[config.mk]
export PLATFORM = sky130hd
export DESIGN_NAME = ahb_lite_master_arb_flat
export DESIGN_NICKNAME = d
export VERILOG_FILES = /design/src/rtl/ahb_arb_pkg.sv /design/src/rtl/ahb_lite_master_arb_if.sv /design/src/rtl/ahb_arb_rr2.sv /design/src/rtl/ahb_lite_master_arb.sv /design/src/flat_wrapper.sv
export SDC_FILE = /design/constraint.sdc
export NUM_CORES = 1
export LEC_CHECK = 0
export CELL_PAD_IN_SITES_DETAIL_PLACEMENT = 0
export CELL_PAD_IN_SITES_GLOBAL_PLACEMENT = 1
export CORE_AREA = 2 2 209 211
export DETAILED_ROUTE_END_ITERATION = 12
export DIE_AREA = 0 0 211 213
export DONT_BUFFER_PORTS = 1
export PLACE_DENSITY_LB_ADDON = 0.3
export SYNTH_ARGS = -nofsm -noshare
export SYNTH_HDL_FRONTEND = slang
export SYNTH_SLANG_ARGS = --single-unit
[constraint.sdc]
create_clock -name clk -period 6.72 [get_ports clk]
set_clock_uncertainty 0.1 [all_clocks]
set_input_delay 1.344 -clock clk [delete_from_list [all_inputs] [get_ports clk]]
set_output_delay 1.344 -clock clk [all_outputs]
set_load 0.005 [all_outputs]
[src/rtl/ahb_arb_pkg.sv]
// Shared types for the two-master AHB-Lite arbiter.
//   bus_state_e : data-phase tracking FSM (B_IDLE, B_DPH, B_ERR)
//   HTRANS_*    : the only transfer types the masters and bridge use
//   mst_idx_t   : master index (0 = M0, 1 = M1)
package ahb_arb_pkg;

  typedef enum logic [1:0] {
    B_IDLE = 2'd0,
    B_DPH  = 2'd1,
    B_ERR  = 2'd2
  } bus_state_e;

  localparam logic [1:0] HTRANS_IDLE   = 2'b00;
  localparam logic [1:0] HTRANS_NONSEQ = 2'b10;

  typedef logic mst_idx_t;

endpackage

[src/rtl/ahb_lite_master_arb_if.sv]
// AHB-Lite single-transfer port bundle.
//   master modport : drives address/control/write data, receives hrdata/hready/hresp
//   slave  modport : receives address/control/write data, drives hrdata/hready/hresp
// On the bridge side hready carries hreadyout; hsel/hreadyin are only
// meaningful towards the bridge.
interface ahb_lite_master_arb_if #(
  parameter int unsigned DW = 64,
  parameter int unsigned AW = 32
) ();
  logic [AW-1:0] haddr;
  logic [2:0]    hsize;
  logic [1:0]    htrans;
  logic          hwrite;
  logic [DW-1:0] hwdata;
  logic          hmastlock;
  logic [3:0]    hprot;
  logic [2:0]    hburst;
  logic          hsel;
  logic          hreadyin;
  logic [DW-1:0] hrdata;
  logic          hready;
  logic          hresp;

  modport master (
    output haddr, hsize, htrans, hwrite, hwdata, hmastlock, hprot, hburst,
           hsel, hreadyin,
    input  hrdata, hready, hresp
  );

  modport slave (
    input  haddr, hsize, htrans, hwrite, hwdata, hmastlock, hprot, hburst,
           hsel, hreadyin,
    output hrdata, hready, hresp
  );
endinterface

[src/rtl/ahb_arb_rr2.sv]
// Two-requester picker.
//   req      : request per master
//   rr_last  : master granted last (tie-break, round-robin mode)
//   lock_*   : bus locked to lock_own; nobody else may win
//   hold_*   : master whose read data sits in the hold buffer
//   err_*    : second error cycle; owner keeps the bus if requesting
//   win_vld/win_idx : combinational winner
module ahb_arb_rr2
  import ahb_arb_pkg::*;
#(
  parameter bit PRIO_M0 = 1'b0
) (
  input  logic [1:0] req,
  input  mst_idx_t   rr_last,
  input  logic       lock_vld,
  input  mst_idx_t   lock_own,
  input  logic       hold_vld,
  input  mst_idx_t   hold_own,
  input  logic       err_vld,
  input  mst_idx_t   err_own,
  output logic       win_vld,
  output mst_idx_t   win_idx
);

  always_comb begin
    win_vld = 1'b0;
    win_idx = 1'b0;
    if (lock_vld) begin
      win_vld = req[lock_own];
      win_idx = lock_own;
    end else if (hold_vld && req[hold_own]) begin
      win_vld = 1'b1;
      win_idx = hold_own;
    end else if (err_vld && req[err_own]) begin
      win_vld = 1'b1;
      win_idx = err_own;
    end else if (&req) begin
      win_vld = 1'b1;
      win_idx = PRIO_M0 ? 1'b0 : ~rr_last;
    end else if (req[1]) begin
      win_vld = 1'b1;
      win_idx = 1'b1;
    end else if (req[0]) begin
      win_vld = 1'b1;
      win_idx = 1'b0;
    end
  end

endmodule

[src/rtl/ahb_lite_master_arb.sv]
// Shares the AHB-to-AXI4 bridge slave port between two single-transfer
// AHB-Lite masters with zero added latency when uncontended.
//   clk, rst : clock, asynchronous active-high reset
//   m0, m1   : upstream master ports (arbiter acts as their slave)
//   s        : downstream bridge port (s.hready is the bridge hreadyout)
module ahb_lite_master_arb
  import ahb_arb_pkg::*;
#(
  parameter int unsigned DW      = 64,
  parameter int unsigned AW      = 32,
  parameter bit          PRIO_M0 = 1'b0
) (
  input  logic                 clk,
  input  logic                 rst,
  ahb_lite_master_arb_if.slave  m0,
  ahb_lite_master_arb_if.slave  m1,
  ahb_lite_master_arb_if.master s
);

  bus_state_e    state_q, state_d;
  mst_idx_t      dph_own_q, dph_own_d, rr_last_q, rr_last_d;
  mst_idx_t      lock_own_q, lock_own_d, hold_own_q, hold_own_d;
  logic          lock_vld_q, lock_vld_d, hold_vld_q, hold_vld_d;
  logic [DW-1:0] hold_rdata_q, hold_rdata_d;

  logic [1:0]    req;
  logic          brdy, win_vld, accept, capture, sel_lock;
  mst_idx_t      win_idx, sel;
  logic [AW-1:0] sel_haddr;
  logic [1:0]    hready, hresp, use_hold;

  assign req    = {m1.htrans[1], m0.htrans[1]};
  assign brdy   = s.hready;
  assign accept = brdy & win_vld;
  assign sel    = win_vld ? win_idx : 1'b0;

  ahb_arb_rr2 #(.PRIO_M0(PRIO_M0)) u_pick (
    .req      (req),
    .rr_last  (rr_last_q),
    .lock_vld (lock_vld_q),
    .lock_own (lock_own_q),
    .hold_vld (hold_vld_q),
    .hold_own (hold_own_q),
    .err_vld  (state_q == B_ERR),
    .err_own  (dph_own_q),
    .win_vld  (win_vld),
    .win_idx  (win_idx)
  );

  // Address phase: winner's controls, M0's when nobody wins.
  assign sel_haddr   = sel ? m1.haddr : m0.haddr;
  assign sel_lock    = sel ? m1.hmastlock : m0.hmastlock;
  assign s.haddr     = sel_haddr;
  assign s.hmastlock = sel_lock;
  assign s.hsize     = sel ? m1.hsize  : m0.hsize;
  assign s.hwrite    = sel ? m1.hwrite : m0.hwrite;
  assign s.hprot     = sel ? m1.hprot  : m0.hprot;
  assign s.hburst    = sel ? m1.hburst : m0.hburst;
  assign s.htrans    = win_vld ? HTRANS_NONSEQ : HTRANS_IDLE;
  assign s.hwdata    = dph_own_q ? m1.hwdata : m0.hwdata;
  assign s.hsel      = 1'b1;
  assign s.hreadyin  = brdy;

  // Owner's data completes cleanly but it loses the next address slot:
  // park the read data until it is granted.
  assign capture = brdy & ~s.hresp & (state_q == B_DPH) & req[dph_own_q]
                 & ~(win_vld & (win_idx == dph_own_q));

  always_comb begin
    state_d      = state_q;
    dph_own_d    = dph_own_q;
    rr_last_d    = rr_last_q;
    lock_vld_d   = lock_vld_q;
    lock_own_d   = lock_own_q;
    hold_vld_d   = hold_vld_q;
    hold_own_d   = hold_own_q;
    hold_rdata_d = hold_rdata_q;

    if (brdy) begin
      state_d = win_vld ? B_DPH : B_IDLE;
      if (win_vld) dph_own_d = win_idx;
    end else if (state_q == B_DPH && s.hresp) begin
      state_d = B_ERR;
    end

    if (accept) begin
      rr_last_d = win_idx;
      if (sel_lock) begin
        lock_vld_d = 1'b1;
        lock_own_d = win_idx;
      end else begin
        lock_vld_d = 1'b0;
      end
    end else if (brdy && lock_vld_q && !req[lock_own_q]) begin
      lock_vld_d = 1'b0;
    end

    if (hold_vld_q && accept && (win_idx == hold_own_q)) hold_vld_d = 1'b0;
    // A capture in the same cycle reloads the entry for the other master.
    if (capture) begin
      hold_vld_d   = 1'b1;
      hold_own_d   = dph_own_q;
      hold_rdata_d = s.hrdata;
    end
  end

  always_ff @(posedge clk or posedge rst) begin
    if (rst) begin
      state_q      <= B_IDLE;
      dph_own_q    <= 1'b0;
      rr_last_q    <= 1'b1;
      lock_vld_q   <= 1'b0;
      lock_own_q   <= 1'b0;
      hold_vld_q   <= 1'b0;
      hold_own_q   <= 1'b0;
      hold_rdata_q <= '0;
    end else begin
      state_q      <= state_d;
      dph_own_q    <= dph_own_d;
      rr_last_q    <= rr_last_d;
      lock_vld_q   <= lock_vld_d;
      lock_own_q   <= lock_own_d;
      hold_vld_q   <= hold_vld_d;
      hold_own_q   <= hold_own_d;
      hold_rdata_q <= hold_rdata_d;
    end
  end

  always_comb begin
    hready   = '0;
    hresp    = '0;
    use_hold = '0;
    for (int unsigned i = 0; i < 2; i++) begin
      if (hold_vld_q && hold_own_q == mst_idx_t'(i)) begin
        hready[i]   = brdy & win_vld & (win_idx == mst_idx_t'(i));
        use_hold[i] = 1'b1;
      end else if (state_q != B_IDLE && dph_own_q == mst_idx_t'(i)) begin
        hready[i] = brdy & (~req[i] | (win_vld & (win_idx == mst_idx_t'(i))) | s.hresp);
        hresp[i]  = s.hresp;
      end else begin
        hready[i] = ~req[i] | (brdy & win_vld & (win_idx == mst_idx_t'(i)));
      end
    end
  end

  assign m0.hready = hready[0];
  assign m1.hready = hready[1];
  assign m0.hresp  = hresp[0];
  assign m1.hresp  = hresp[1];
  assign m0.hrdata = use_hold[0] ? hold_rdata_q : s.hrdata;
  assign m1.hrdata = use_hold[1] ? hold_rdata_q : s.hrdata;

endmodule

[src/flat_wrapper.sv]
// flat-port wrapper written by rule: the top's interface ports become plain ports
module ahb_lite_master_arb_flat import ahb_arb_pkg::*;
#(
  parameter int unsigned DW      = 64,
  parameter int unsigned AW      = 32,
  parameter bit          PRIO_M0 = 1'b0
)
  (clk, rst, m0_haddr, m0_hsize, m0_htrans, m0_hwrite, m0_hwdata, m0_hmastlock, m0_hprot, m0_hburst, m0_hsel, m0_hreadyin, m0_hrdata, m0_hready, m0_hresp, m1_haddr, m1_hsize, m1_htrans, m1_hwrite, m1_hwdata, m1_hmastlock, m1_hprot, m1_hburst, m1_hsel, m1_hreadyin, m1_hrdata, m1_hready, m1_hresp, s_haddr, s_hsize, s_htrans, s_hwrite, s_hwdata, s_hmastlock, s_hprot, s_hburst, s_hsel, s_hreadyin, s_hrdata, s_hready, s_hresp);
  ahb_lite_master_arb_if #(.DW(DW), .AW(AW)) m0_i ();
  ahb_lite_master_arb_if #(.DW(DW), .AW(AW)) m1_i ();
  ahb_lite_master_arb_if #(.DW(DW), .AW(AW)) s_i ();
  input  logic clk;
  input  logic rst;
  input wire logic [$bits(m0_i.haddr)-1:0] m0_haddr;
  input wire logic [$bits(m0_i.hsize)-1:0] m0_hsize;
  input wire logic [$bits(m0_i.htrans)-1:0] m0_htrans;
  input wire logic [$bits(m0_i.hwrite)-1:0] m0_hwrite;
  input wire logic [$bits(m0_i.hwdata)-1:0] m0_hwdata;
  input wire logic [$bits(m0_i.hmastlock)-1:0] m0_hmastlock;
  input wire logic [$bits(m0_i.hprot)-1:0] m0_hprot;
  input wire logic [$bits(m0_i.hburst)-1:0] m0_hburst;
  input wire logic [$bits(m0_i.hsel)-1:0] m0_hsel;
  input wire logic [$bits(m0_i.hreadyin)-1:0] m0_hreadyin;
  output wire logic [$bits(m0_i.hrdata)-1:0] m0_hrdata;
  output wire logic [$bits(m0_i.hready)-1:0] m0_hready;
  output wire logic [$bits(m0_i.hresp)-1:0] m0_hresp;
  input wire logic [$bits(m1_i.haddr)-1:0] m1_haddr;
  input wire logic [$bits(m1_i.hsize)-1:0] m1_hsize;
  input wire logic [$bits(m1_i.htrans)-1:0] m1_htrans;
  input wire logic [$bits(m1_i.hwrite)-1:0] m1_hwrite;
  input wire logic [$bits(m1_i.hwdata)-1:0] m1_hwdata;
  input wire logic [$bits(m1_i.hmastlock)-1:0] m1_hmastlock;
  input wire logic [$bits(m1_i.hprot)-1:0] m1_hprot;
  input wire logic [$bits(m1_i.hburst)-1:0] m1_hburst;
  input wire logic [$bits(m1_i.hsel)-1:0] m1_hsel;
  input wire logic [$bits(m1_i.hreadyin)-1:0] m1_hreadyin;
  output wire logic [$bits(m1_i.hrdata)-1:0] m1_hrdata;
  output wire logic [$bits(m1_i.hready)-1:0] m1_hready;
  output wire logic [$bits(m1_i.hresp)-1:0] m1_hresp;
  output wire logic [$bits(s_i.haddr)-1:0] s_haddr;
  output wire logic [$bits(s_i.hsize)-1:0] s_hsize;
  output wire logic [$bits(s_i.htrans)-1:0] s_htrans;
  output wire logic [$bits(s_i.hwrite)-1:0] s_hwrite;
  output wire logic [$bits(s_i.hwdata)-1:0] s_hwdata;
  output wire logic [$bits(s_i.hmastlock)-1:0] s_hmastlock;
  output wire logic [$bits(s_i.hprot)-1:0] s_hprot;
  output wire logic [$bits(s_i.hburst)-1:0] s_hburst;
  output wire logic [$bits(s_i.hsel)-1:0] s_hsel;
  output wire logic [$bits(s_i.hreadyin)-1:0] s_hreadyin;
  input wire logic [$bits(s_i.hrdata)-1:0] s_hrdata;
  input wire logic [$bits(s_i.hready)-1:0] s_hready;
  input wire logic [$bits(s_i.hresp)-1:0] s_hresp;
  assign m0_i.haddr = m0_haddr;
  assign m0_i.hsize = m0_hsize;
  assign m0_i.htrans = m0_htrans;
  assign m0_i.hwrite = m0_hwrite;
  assign m0_i.hwdata = m0_hwdata;
  assign m0_i.hmastlock = m0_hmastlock;
  assign m0_i.hprot = m0_hprot;
  assign m0_i.hburst = m0_hburst;
  assign m0_i.hsel = m0_hsel;
  assign m0_i.hreadyin = m0_hreadyin;
  assign m0_hrdata = m0_i.hrdata;
  assign m0_hready = m0_i.hready;
  assign m0_hresp = m0_i.hresp;
  assign m1_i.haddr = m1_haddr;
  assign m1_i.hsize = m1_hsize;
  assign m1_i.htrans = m1_htrans;
  assign m1_i.hwrite = m1_hwrite;
  assign m1_i.hwdata = m1_hwdata;
  assign m1_i.hmastlock = m1_hmastlock;
  assign m1_i.hprot = m1_hprot;
  assign m1_i.hburst = m1_hburst;
  assign m1_i.hsel = m1_hsel;
  assign m1_i.hreadyin = m1_hreadyin;
  assign m1_hrdata = m1_i.hrdata;
  assign m1_hready = m1_i.hready;
  assign m1_hresp = m1_i.hresp;
  assign s_haddr = s_i.haddr;
  assign s_hsize = s_i.hsize;
  assign s_htrans = s_i.htrans;
  assign s_hwrite = s_i.hwrite;
  assign s_hwdata = s_i.hwdata;
  assign s_hmastlock = s_i.hmastlock;
  assign s_hprot = s_i.hprot;
  assign s_hburst = s_i.hburst;
  assign s_hsel = s_i.hsel;
  assign s_hreadyin = s_i.hreadyin;
  assign s_i.hrdata = s_hrdata;
  assign s_i.hready = s_hready;
  assign s_i.hresp = s_hresp;
  ahb_lite_master_arb #(.DW(DW), .AW(AW), .PRIO_M0(PRIO_M0)) u_core (.clk(clk), .rst(rst), .m0(m0_i), .m1(m1_i), .s(s_i));
endmodule
# Yosys cells after proc, flatten, opt, wreduce, memory -nomap -nowiden
# Index checks and enable logic that the tools add are counted.
[classes]
magnitude_cmp = 3
eq_ne = 4
n_mux = 46
bitwise = 26
n_reduce_logical = 19
[op_table]
columns = ["cell", "count"]
rows = [
  ["64-bit 2-to-1 mux", 3],
  ["1-bit 2-to-1 mux", 36],
  ["32-bit 2-to-1 mux", 1],
  ["1-bit AND", 12],
  ["1-bit logical AND", 11],
  ["1-bit NOT", 8],
  ["2-bit nonzero test", 4],
  ["1-bit by 2-bit less-than comparator with 1-bit output (second input constant)", 3],
  ["2-bit 2-to-1 mux", 3],
  ["3-bit 2-to-1 mux", 2],
  ["1-bit OR", 6],
  ["2-bit AND reduction", 3],
  ["4-bit 2-to-1 mux", 1],
  ["1-bit == test", 2],
  ["2-bit by 1-bit == test with 1-bit output (second input constant)", 1],
  ["2-bit == test (second input constant)", 1],
  ["1-bit logical NOT", 1],
]
[totals]
ff_bits = 72
inputBits = 292
output_inout_bits = 244
wordCells = 106

# Longest topological paths before layout
[logic_depth]
word_depth = 13
ltp_mapped = 8
mapped_depth_nobuf = 5

# Hierarchy
# Synthesis repeated with hierarchy kept, for this count alone.
[unflattened]
cells_unflattened = 610
area_unflattened_um2 = 5821.8
[by_module_without_submodules]
columns = ["module", "instances", "cells_each", "area_each_um2", "seq_area_each_um2"]
rows = [
  ["ahb_lite_master_arb", 1, 600, 5761.8, 1803.0],
  ["ahb_arb_rr2", 1, 10, 60.1, 0.0],
]

# Worst setup path after synthesis
# Ideal clock, no wire load.
[synth_timing]
path_type = "input-to-output"
startpoint = "input m0_htrans[1]"
endpoint = "output s_haddr[0]"
arrival_time_ps = 2581
required_ps = 5276
setup_slack_ps = 2695
cell_stages = 6
path_buffers = 1
cell_sequence = "nand2b_1 > mux2i_1 > o32ai_2 > nand2_1 > buf_2 > mux2_2"
[synth_between]
elab_chain_len = 8
word_cells_on_any_way = 21
cone_classes = "mux: 18; reduce/logical: 3"
[synth_lines]
columns = ["item", "line", "rtl"]
rows = [
  ["from (decl)", "flat_wrapper.sv:16", "input wire logic [$bits(m0_i.htrans)-1:0] m0_htrans;"],
  ["1-bit 2-to-1 mux (on tied branches)", "ahb_arb_rr2.sv:43, ahb_arb_rr2.sv:34", ""],
  ["1-bit 2-to-1 mux (on tied branches)", "ahb_arb_rr2.sv:40, ahb_arb_rr2.sv:34", ""],
  ["1-bit 2-to-1 mux / 1-bit logical AND (equally long branches)", "ahb_arb_rr2.sv:37, ahb_arb_rr2.sv:34", ""],
  ["1-bit 2-to-1 mux", "ahb_arb_rr2.sv:34", "end else if (err_vld && req[err_own]) begin"],
  ["1-bit 2-to-1 mux", "ahb_arb_rr2.sv:31", "end else if (hold_vld && req[hold_own]) begin"],
  ["1-bit 2-to-1 mux", "ahb_arb_rr2.sv:28", "if (lock_vld) begin"],
  ["1-bit 2-to-1 mux (*)", "ahb_lite_master_arb.sv:35", "assign sel = win_vld ? win_idx : 1'b0;"],
  ["32-bit 2-to-1 mux (*)", "ahb_lite_master_arb.sv:51", "assign sel_haddr = sel ? m1.haddr : m0.haddr;"],
  ["to (decl)", "flat_wrapper.sv:40", "output wire logic [$bits(s_i.haddr)-1:0] s_haddr;"],
]
# Mark *: on every way between the ends. The rest lies on a longest branch, timed or not. The select of a mux whose other input is x is not followed.

# Final worst setup path
[layout_timing]
startpoint = "input m1_htrans[1]"
endpoint = "output m1_hready"
[layout_between]
elab_chain_len = 12
word_cells_on_any_way = 29
cone_classes = "mux: 18; bitwise: 8; reduce/logical: 3"
[layout_lines]
columns = ["item", "line", "rtl"]
rows = [
  ["from (decl)", "flat_wrapper.sv:29", "input wire logic [$bits(m1_i.htrans)-1:0] m1_htrans;"],
  ["1-bit 2-to-1 mux (not written as such) (2 in series)", "ahb_arb_rr2.sv:34", ""],
  ["1-bit logical AND", "ahb_arb_rr2.sv:34", ""],
  ["1-bit 2-to-1 mux", "ahb_arb_rr2.sv:34", ""],
  ["1-bit 2-to-1 mux", "ahb_arb_rr2.sv:31", ""],
  ["1-bit 2-to-1 mux", "ahb_arb_rr2.sv:28", ""],
  ["1-bit AND", "ahb_lite_master_arb.sv:138", "hready[i] = brdy & (~req[i] | (win_vld & (win_idx == mst_idx_t'(i))) | s.hresp);"],
  ["1-bit OR (2 in series)", "ahb_lite_master_arb.sv:138", ""],
  ["1-bit AND", "ahb_lite_master_arb.sv:138", ""],
  ["1-bit 2-to-1 mux", "ahb_lite_master_arb.sv:137", "end else if (state_q != B_IDLE && dph_own_q == mst_idx_t'(i)) begin"],
  ["1-bit 2-to-1 mux (*)", "ahb_lite_master_arb.sv:134", "if (hold_vld_q && hold_own_q == mst_idx_t'(i)) begin"],
  ["to (decl)", "flat_wrapper.sv:38", "output wire logic [$bits(m1_i.hready)-1:0] m1_hready;"],
]
# Marked as above.

==> results.md <==
Detailed routing:
- The first-iteration detailed-routing DRC count is about 140.
- The number of optimization iterations in the first detailed-route pass is 4.
- The number of routed nets with antenna violations is 0.
- The routed layout has around 4000 vias.
- The final routed wirelength across all metal layers is between 20000 and 30000 µm.
- The remaining design rule violation count is 0.
- In the routed layout, each cell is associated on average with a via count of 3.95.
- After detailed routing, the average wire length per cell comes to 24.8 µm.

Placement:
- After legalization and detailed placement, the total HPWL measured 20200 µm.
- At the end of routability-driven placement, the weighted congestion stood at roughly 0.88.
- In this run, placement finished with an instance count of 994.
- The count of buffers from port buffering is 0.

Clock tree:
- CTS built an H-tree with a depth of 3.
- The clock reaches the later pin of the worst-skew pair after about 360 ps.
- Once the clock tree was built, the resizer swapped 0 gates to a different size.
- The number of buffers inserted for hold repair after clock tree synthesis is 0.
- The number of sinks driven by the clock tree is between 70 and 80.
- TritonCTS created 9 clock buffers.
- The TritonCTS clock tree is yes.
- The maximum number of buffers from clock root to sink is 2.
- The clock input transition at the sequential cells of the worst setup and hold paths is ~60 ps.
- After clock tree synthesis, the setup repair step added 0 buffers.
- The root buffer cell is clkbuf_16.

Die:
- For this configuration, the core starts out at a cell density of 0.137.
- The die span in x is 211 µm.
- The die covers ~0.045 mm².
- In this run the standard cell core region covers about 0.043 mm².
- The floorplan step set the die height to between 200 and 250 µm.
- The number of placed I/O pins is around 540.
- The floorplan has 76 rows.

Finish:
- The area growth from synthesis to layout is 13.9%.
- The share of post-route cells with drive strength above 1 is 0.610.
- Once layout is complete, the cells apart from fillers number 1010.
- The final layout contains between 700 and 800 nets.
- The number of antenna diodes in the final layout is 0.

Synthesis:
- After synthesis, the share of flip-flops with an asynchronous set or reset is 1.00.
- The main flop type after synthesis is dfrtp_1.
- The share of the yosys chip area belonging to registers is 0.309.
- The post-synthesis cell area is between 0.005 and 0.006 mm².
- The average instance area after synthesis is ~12 µm².
- The number of distinct library cell variants in the gate-level netlist after synthesis is 41.
- Counting flops and latches in the post-synthesis netlist gives a little over 70.
- The warning count from the yosys run is 0.
- The synthesized design contains 0 enable-type register cells.
- The count of mapped cells out of synthesis is 480.
- The net count after synthesis is between 700 and 800.

Global routing:
- For this run, the total global-route usage over all layers was measured as 0.103.
- For met1 alone, demand over resource in global routing was 0.118.
- Entering global routing, the biggest net connects slightly below 80 pins.
- After global routing the overflow that remains totals 0.
- The initial antenna violation count came to 3.
- For this run, global-route usage on met2 was measured as 0.190.
- The via count of the first global-routing pass is 3966.
- In this run the most used layer during global routing was met2.
- The first global-routing pass estimated between 30000 and 40000 µm of wire.
- For this run, global-route usage on met3 was measured as 0.0238.

Critical path:
- The class of the most critical setup path is in -> out.
- For the worst setup path, the data arrival time is approximately 3500 ps.
- STA puts the critical path data required time at 5280 ps.
- The largest fanout of any net on the critical path is 45.
- STA classifies the critical path startpoint as a primary input.
- The worst setup path is captured at an output pin.

STA:
- Setup violations remaining at the end of the flow were counted as 0.
- The slew at the pin closest to its max-slew limit is between 1000 and 1500 ps.
- For the finished layout, the period the worst path requires is 4950 ps.
- Timing would allow up to between 0.2 and 0.25 GHz.
- Setup repair after global routing left no endpoint under its margin.
- The count of pins over their slew limit is 0.
- The worst-case headroom to the max-slew limit is 0.310.
- The final hold violation count is 0.
- The setup TNS after final layout is 0 ps.
- Of the available clock period, the critical path in the final layout requires 0.737.

Power:
- In this run the static leakage power is around 2.5 nW.
- VDD sags by at most about 0.14 mV.
- For this design the ratio of total power to cell area is ~370 mW/mm².

Run:
- The tool flagged a number of max-cap violations equal to 0.

Min path:
- The worst hold path belongs to the class reg -> reg.

Outcome:
- The flow ran to the end, and the final reports show no timing, DRC or antenna violations.
[layout by cell type (no fill, tap or decap), drive strengths merged, types with 2 or more instances in the layout]
master / count
a21oi: 5
a221oi: 2
buf: 6
clkbuf: 9
clkinvlp: 5
conb: 2
dfrtp: 71
inv: 5
mux2: 300
mux2i: 2
nand2: 10
nand2b: 5
nand3: 2
nand3b: 2
nor2: 7
nor3b: 2
o21a: 2
o21ai: 7
[cells in the mapped netlist, types with 2 or more instances]
cell type,number,area share
mux2_2,251,0.48
dfrtp_1,71,0.30
mux2_1,49,0.095
clkbuf_1,21,0.014
nand2_1,10,0.0064
nor2_1,7,0.0045
o21ai_0,7,0.0060
buf_2,6,0.0051
a21oi_1,5,0.0043
buf_4,5,0.0064
buf_8,5,0.013
nand2b_1,5,0.0054
inv_1,4,0.0026
conb_1,2,0.0013
mux2i_1,2,0.0034
nand3_1,2,0.0017
nand3b_1,2,0.0026
nor3b_1,2,0.0026
o21a_1,2,0.0026
[critical path, cell delays in order]
cell and delay (ps):
inv_1 40, and3_1 170, nor2_1 540, nand2_2 750, o21ai_0 640
[through the flow]
step           total power [mW]  hold slack, ps  setup slack [ps]   util  area, µm²
6_report                   2.49             409              1770  0.156       6640
5_1_grt                    2.66             429              1420  0.156       6640
4_1_cts                    2.56             413              1590  0.156       6640
3_5_place_dp               2.04             398              1580  0.149       6360
3_3_place_gp               2.04             385              1640  0.149       6360
2_1_floorplan              1.70             371              2700      -       5830
[kinds of logic (layout without fill, tap and decap cells)]
kind of cell           after synthesis  after routing  synth area share
DFF                                 72             72             0.309
buffers and inverters               42             26            0.0412
and+or+nand+nor                     36             36            0.0326
other                                2              2           0.00129
AOI/OAI and AO/OA                   26             26            0.0332
muxes                              302            302             0.583
[final cells by class]
class,count,area (µm²)
Clock buffer,9,225
Clock inverter,7,55.1
Fill cell,4757,36100
Inverter,4,16.3
Multi-Input combinational cell,366,3810
Sequential cell,72,1800
Tap cell,546,683
Timing Repair Buffer,6,45.0
[state kept, by name, summed over array words and instances, names as in the netlist]
| register | cells |
|---|---|
| u_core.dph_own_q | 1 |
| u_core.hold_own_q | 1 |
| u_core.hold_rdata_q | 64 |
| u_core.hold_vld_q | 1 |
| u_core.lock_own_q | 1 |
| u_core.lock_vld_q | 1 |
| u_core.rr_last_q | 1 |
| u_core.state_q | 2 |
[layer usage]
layer  wire length (µm)  up-vias
met5                  0        -
met4                438        0
met3               1630       20
met2              13200      269
met1               9810     1963
li1                   -     1739
[final timing paths]
path	start	to	slack [ps]	cells past startpoint
worst max register to register	u_core.dph_own_q	u_core.hold_rdata_q[9]	3510	7
min in group asynchronous	rst	u_core.hold_rdata_q[50]	810	1
worst min register to register	u_core.hold_rdata_q[39]	u_core.hold_rdata_q[39]	410	1
worst max-delay path	m1_htrans[1]	m1_hready	1770	5
max in group asynchronous	rst	u_core.hold_rdata_q[6]	4610	2
worst min-delay path	u_core.hold_rdata_q[39]	u_core.hold_rdata_q[39]	410	1
[where the power goes]
| part | internal [mW] | leakage [nW] | total [mW] | switching [mW] |
|---|---|---|---|---|
| combinational | 0.589 | 1.47 | 1.21 | 0.621 |
| clock | 0.253 | 0.121 | 0.480 | 0.227 |
| sequential | 0.647 | 0.885 | 0.799 | 0.152 |
| total | 1.49 | 2.47 | 2.49 | 1.00 |
Note: power is estimated with default switching activity, not from simulation.
